$ cat src/rtl/alu_arbiter.sv
// rtl/alu_arbiter.sv - two-requester round-robin arbiter for a shared sequential ALU
// Grants one requester at a time, issues the command, waits for the ALU response or a timeout, then returns it.
module alu_arbiter #(
   parameter int TIMEOUT = 15
) (
   input  logic       clk,
   input  logic       rst,
   input  logic       req0,
   input  logic [3:0] a0,
   input  logic [3:0] b0,
   input  logic [1:0] sel0,
   input  logic       req1,
   input  logic [3:0] a1,
   input  logic [3:0] b1,
   input  logic [1:0] sel1,
   output logic       done0,
   output logic       done1,
   output logic [3:0] result_out,
   output logic       err,
   output logic       busy,
   output logic       alu_start,
   output logic [3:0] alu_a,
   output logic [3:0] alu_b,
   output logic [1:0] alu_sel,
   input  logic [3:0] alu_result,
   input  logic       alu_ready
);

   localparam logic [1:0] IDLE  = 2'd0;
   localparam logic [1:0] ISSUE = 2'd1;
   localparam logic [1:0] WAIT  = 2'd2;
   localparam logic [1:0] RESP  = 2'd3;

   // Counter value seen on the last permitted WAIT cycle.
   localparam logic [7:0] LAST_WAIT = 8'(TIMEOUT - 1);

   logic [1:0] state;
   logic [7:0] wait_cnt;
   logic       owner;
   logic       last_grant;
   logic       grant_valid;
   logic       grant_id;

   // On a tie the requester that was not served last wins.
   always_comb begin
      grant_valid = req0 | req1;
      grant_id    = (req0 & req1) ? ~last_grant : req1;
   end

   always_ff @(posedge clk) begin
      if (rst) begin
         state      <= IDLE;
         wait_cnt   <= '0;
         owner      <= 1'b0;
         last_grant <= 1'b1;
         done0      <= 1'b0;
         done1      <= 1'b0;
         result_out <= '0;
         err        <= 1'b0;
         busy       <= 1'b0;
         alu_start  <= 1'b0;
         alu_a      <= '0;
         alu_b      <= '0;
         alu_sel    <= '0;
      end else begin
         case (state)
            IDLE: begin
               if (grant_valid) begin
                  owner      <= grant_id;
                  last_grant <= grant_id;
                  alu_a      <= grant_id ? a1 : a0;
                  alu_b      <= grant_id ? b1 : b0;
                  alu_sel    <= grant_id ? sel1 : sel0;
                  alu_start  <= 1'b1;
                  busy       <= 1'b1;
                  state      <= ISSUE;
               end
            end
            ISSUE: begin
               alu_start <= 1'b0;
               wait_cnt  <= '0;
               state     <= WAIT;
            end
            WAIT: begin
               if (alu_ready) begin
                  result_out <= alu_result;
                  err        <= 1'b0;
                  done0      <= ~owner;
                  done1      <= owner;
                  state      <= RESP;
               end else if (wait_cnt == LAST_WAIT) begin
                  result_out <= '0;
                  err        <= 1'b1;
                  done0      <= ~owner;
                  done1      <= owner;
                  state      <= RESP;
               end else begin
                  wait_cnt <= wait_cnt + 8'd1;
               end
            end
            RESP: begin
               done0      <= 1'b0;
               done1      <= 1'b0;
               result_out <= '0;
               err        <= 1'b0;
               busy       <= 1'b0;
               state      <= IDLE;
            end
            default: state <= IDLE;
         endcase
      end
   end

endmodule

$ cat config.mk
export PLATFORM = sky130hd
export DESIGN_NAME = alu_arbiter
export DESIGN_NICKNAME = d
export VERILOG_FILES = /design/src/rtl/alu_arbiter.sv
export SDC_FILE = /design/constraint.sdc
export NUM_CORES = 1
export LEC_CHECK = 0
export BUFFER_PORTS_ARGS = -buffer_cell sky130_fd_sc_hd__buf_2
export CAP_MARGIN = 20
export CORE_MARGIN = 2
export CORE_UTILIZATION = 40
export CTS_BUF_LIST = sky130_fd_sc_hd__clkbuf_8
export DETAILED_ROUTE_END_ITERATION = 16
export GPL_TIMING_DRIVEN = 0
export PLACE_DENSITY = 0.65
export SYNTH_ARGS = -nofsm -noshare
export SYNTH_HDL_FRONTEND = slang
export SYNTH_SLANG_ARGS = --single-unit
$ cat constraint.sdc
create_clock -name clk -period 2.5 [get_ports clk]
set_clock_uncertainty 0.05 [all_clocks]
set_input_delay 0 -clock clk [delete_from_list [all_inputs] [get_ports clk]]
set_output_delay 0 -clock clk [all_outputs]
set_load 0.005 [all_outputs]
Word-level counts from Yosys, hierarchy flattened

Index checks and enable logic that the tools add are counted.

Register bits: 31
Bits in latches: 0
Bits in writable memories: 0
Bits in read-only memories: 0
Input bits: 29
Output and inout port bits: 19
Logic and storage cells: 63
Memories kept: 0

$add $sub $neg: 1
$mul: 0
Divide/modulo/power cells: 0
Magnitude comparators: 0
Equal/unequal tests: 8
Shift-type cells: 0
Multiplexer cells: 26
Bitwise operators: 4
Reductions and logical operators: 11

Operators with widths:

| cell                                                                   | count |
|---|---|
| 4-bit 2-to-1 mux                                                       | 4 |
| 8-bit 2-to-1 mux                                                       | 2 |
| 8-bit one-hot mux with 2 select lines                                  | 1 |
| 1-bit one-hot mux with 2 select lines                                  | 5 |
| 2-bit AND reduction                                                    | 5 |
| 8-bit by 1-bit adder with 8-bit output (second input constant)         | 1 |
| 8-bit by 4-bit equality test with 1-bit output (second input constant) | 1 |
| 1-bit 2-to-1 mux                                                       | 8 |
| 2-bit 2-to-1 mux                                                       | 4 |
| 2-bit one-hot mux with 4 select lines                                  | 1 |
| 4-bit one-hot mux with 2 select lines                                  | 1 |
| 2-bit nonzero test                                                     | 4 |
| 2-bit != test (second input constant)                                  | 3 |
| 2-bit equality test (second input constant)                            | 2 |
| 3-bit != test (second input constant)                                  | 1 |
| 3-bit AND reduction                                                    | 1 |
| 2-bit by 1-bit equality test with 1-bit output (second input constant) | 1 |
| 2-bit zero test                                                        | 1 |
| 1-bit NOT                                                              | 2 |
| 1-bit bitwise AND                                                      | 1 |
| 1-bit OR                                                               | 1 |

Longest topological paths before layout

Word-level depth: 4
Depth in mapped cells: 6
Depth with buffers taken out: 5

Worst setup path after synthesis

Ideal clock, no wire load.

Path type: register -> register
Start: reg wait_cnt[0]
End: reg wait_cnt[1]
Setup time: 0.121 ns
Arrival time: 1.592 ns
Required time: 2.329 ns
Path slack: 0.737 ns
Stages on the path, launching flop included: 7
Clock period less this slack: 1.763 ns
Path through: dfxtp_1 -> inv_1 -> ha_1 -> or4b_1 -> buf_6 -> o21ai_4 -> mux2_4

Longest elaborated chain between the ends: 4

RTL lines:

| element                                | RTL line | RTL |
|---|---|---|
| start: declaration                     | 38       | `logic [7:0] wait_cnt;` |
| start signal: assignment               | 98       | `wait_cnt <= wait_cnt + 8'd1;` |
| 8-bit by 1-bit adder with 8-bit output | 98       |  |
| 8-bit 2-to-1 mux                       | 91       | `end else if (wait_cnt == LAST_WAIT) begin` |
| 8-bit 2-to-1 mux                       | 85       | `if (alu_ready) begin` |
| 8-bit one-hot mux with 2 select lines  | 66       | `case (state)` |

Several ways; a longest one is shown, not always the timed one. The select of a mux whose other input is x is not followed.
A chain may end at the register's enable or synchronous reset.

Final worst setup path

Start: in req1
End: reg alu_b[2]

Longest elaborated chain between the ends: 3

RTL lines:

| element                | RTL line | RTL |
|---|---|---|
| start: declaration     | 12       | `input logic req1,` |
| 1-bit bitwise AND      | 47       | `grant_id = (req0 & req1) ? ~last_grant : req1;` |
| 1-bit 2-to-1 mux       | 47       |  |
| 4-bit 2-to-1 mux       | 72       | `alu_b <= grant_id ? b1 : b0;` |
| end signal: assignment | 72       |  |
| end: declaration       | 23       | `output logic [3:0] alu_b,` |

Several ways; a longest one is shown, not always the timed one.

==> results.cfg <==
[outcome]
status = completed

[clock_network]
post_cts_resized = 0
clk_pin_slew_ps = 60
insertion_delay_ps = 280
clockBufferDepth = 2
hold_buffers = 25
cts_tree = yes
post-cts-setup-buffers = 0
cts.sinks = 31
cts_buffers = 5
h-tree-depth = 2
root_buffer = clkbuf_8

[synthesis]
synth_fa_ha_area_frac = 0.0518
synthesis.nets = 225
synth-seq-cells = 31
synth-compound-area-share = 0.213
dominantRegCellSynth = dfxtp_1
synthMuxAreaShare = 0.0925
synth_cell_types = 43
syn_area_um2 = 1690
synth_area_per_cell_um2 = 8.94
ys_async_sr_fraction = 0
yosysWarnings = 0
yosysSeqAreaShare = 0.367
synth_xor_area_frac = 0
synth-simple-area-share = 0.230
synthCells = 189
synth_top_family_by_area = simple AND/OR/NAND/NOR gates
synth-edff-count = 0

[timing]
max_freq_ghz = 0.501
rsz0062_at_grt = false
layout_min_cycle_time_ps = 2000
holdWs_ps = 53.9
period_share = 0.799
maxSlewHeadroom = 0.632
slew_violations = 0
timing.setup.tns_ps = 0
finalHoldViolations = 0
setup_viol = 0
worst_pin_slew_ps = 551

[power_and_ir_drop]
p_leak_uw = 0.00103
p_per_area_nw_per_um2 = 732
peakVddDrop_mv = 0.465

[drt]
firstDrtPassIters = 5
wl_um = 4320
ant_nets = 0
wl_met3_um = 221
wl_met2_um = 2050
vias = 1663
drt-initial-drc-count = 74
topRoutingLayerUsed = met4
met1Wirelength_um = 1990
drc = 0
viasPerCell = 5.23
wl_per_cell_um = 13.6

[placed_design]
portBuffers = 47
gp_congestion = 0.793
place_hpwl_um = 2760

[global_routing]
overflow = 0
grt_pass1_vias = 1575
grt_pass1_wl_um = 7090
grt_antenna_before_repair = 0
grt_usage = 0.185
grt_max_degree = 11

[setup_path]
path_cells = dlygate4sd3_1 > buf_2 > a21boi_1 > buf_2 > mux2i_1 > dlygate4sd3_1 > a21oi_1
worstSetupEndpointType = flop
arrival_ps = 2090
critPathKind = in2reg
path_delay_family = buffers and inverters
worst_path_max_delay_cell = dlygate4sd3_1
path_max_fanout = 10
worst-path-buf-inv = 4
required_ps = 2600
cpPeakStageDelay_ps = 570
cp-start-kind = input port

[floorplan]
die_width_um = 69.0
num_rows = 23
die_area_um2 = 4760
boundaryPins = 48
die_y_um = 69.0
core_um2 = 4030
start_util = 0.420

[layout]
syn_to_final_growth_pct = 37.6
n_antenna_cell = 0
final_common_cell = buf_2
drive_above_1_share = 0.235
layout_common_cells = 48 x buf_2, 31 x dfxtp_1, 25 x dlygate4sd3_1
nets = 304

[worst_hold_path]
min_path_type = in2reg

[flow_run]
timing.max_cap.violations = 0
## per-layer routing
layer	vias to the layer above	track usage
met5	-	0
met4	0	0.0719
met3	4	0.0556
met2	51	0.311
met1	751	0.219
li1	857	-
## cells by family (layout without fill, tap and decap cells)
kind of cell / after synthesis / in the layout
flops: 31 / 31
fa+ha+maj: 7 / 7
simple gates: 62 / 62
mux: 15 / 15
buf+inv: 18 / 97
compound gates: 56 / 56
## cells in the mapped netlist, drive strengths merged, types with 4 or more instances
cell / instances / area [µm²]
a21oi: 19 / 95.1
a22oi: 4 / 30.0
inv: 6 / 22.5
nand3: 5 / 25.0
nand4: 4 / 25.0
nand2: 16 / 60.1
ha: 7 / 87.6
nor2b: 9 / 56.3
o211ai: 9 / 67.6
clkbuf: 10 / 37.5
dfxtp: 31 / 621
mux2i: 13 / 130
o21ai: 14 / 81.3
## through the flow
stage	area, µm²	util	total power, µW	instances	setup slack (ps)
2_1_floorplan	1690	-	1060	189	737
3_3_place_gp	1990	0.493	1260	286	632
3_5_place_dp	1990	0.493	1270	286	632
4_1_cts	2330	0.577	1710	318	544
5_1_grt	2330	0.577	1830	318	429
6_report	2330	0.577	1700	318	503
## power by group
group          leakage, µW  internal, µW  total (µW)  switching, µW
sequential        0.000254           603         669           66.1
clock            0.0000470           216         396            180
combinational     0.000728           289         638            349
## state kept, by name, summed over array words and instances (netlist names), 2 cells and up
signal / cells
result_out: 4
alu_b: 4
state: 2
alu_a: 4
wait_cnt: 8
alu_sel: 2
## layout make-up
type / count / area, µm²
plain buffers: 12 / 53.8
clock buffers: 6 / 82.6
clock inverters: 1 / 5.00
fillers: 387 / 1700
inverters: 6 / 22.5
multi-input cells: 140 / 993
flip-flops and latches: 31 / 621
well taps: 50 / 62.6
repair buffers: 72 / 485
## worst register-to-register path, cell delays in order (launching register included)
cell and delay [ps]:
dfxtp_1 310, a21boi_1 190, buf_2 340, mux2i_1 240, dlygate4sd3_1 570, a21oi_1 60
## worst paths after layout
| check | endpoint | depth (start not counted) | start | slack [ps] |
|---|---|---|---|---|
| max | alu_b[2]$_SDFFE_PP0P_ | 7 | req1 | 500 |
| max reg2reg | alu_b[2]$_SDFFE_PP0P_ | 5 | last_grant$_SDFFE_PP1P_ | 610 |
| min | last_grant$_SDFFE_PP1P_ | 3 | req0 | 50 |
| min reg2reg | busy$_SDFFE_PP0P_ | 2 | busy$_SDFFE_PP0P_ | 420 |
Note: power is estimated with default switching activity, not from simulation.
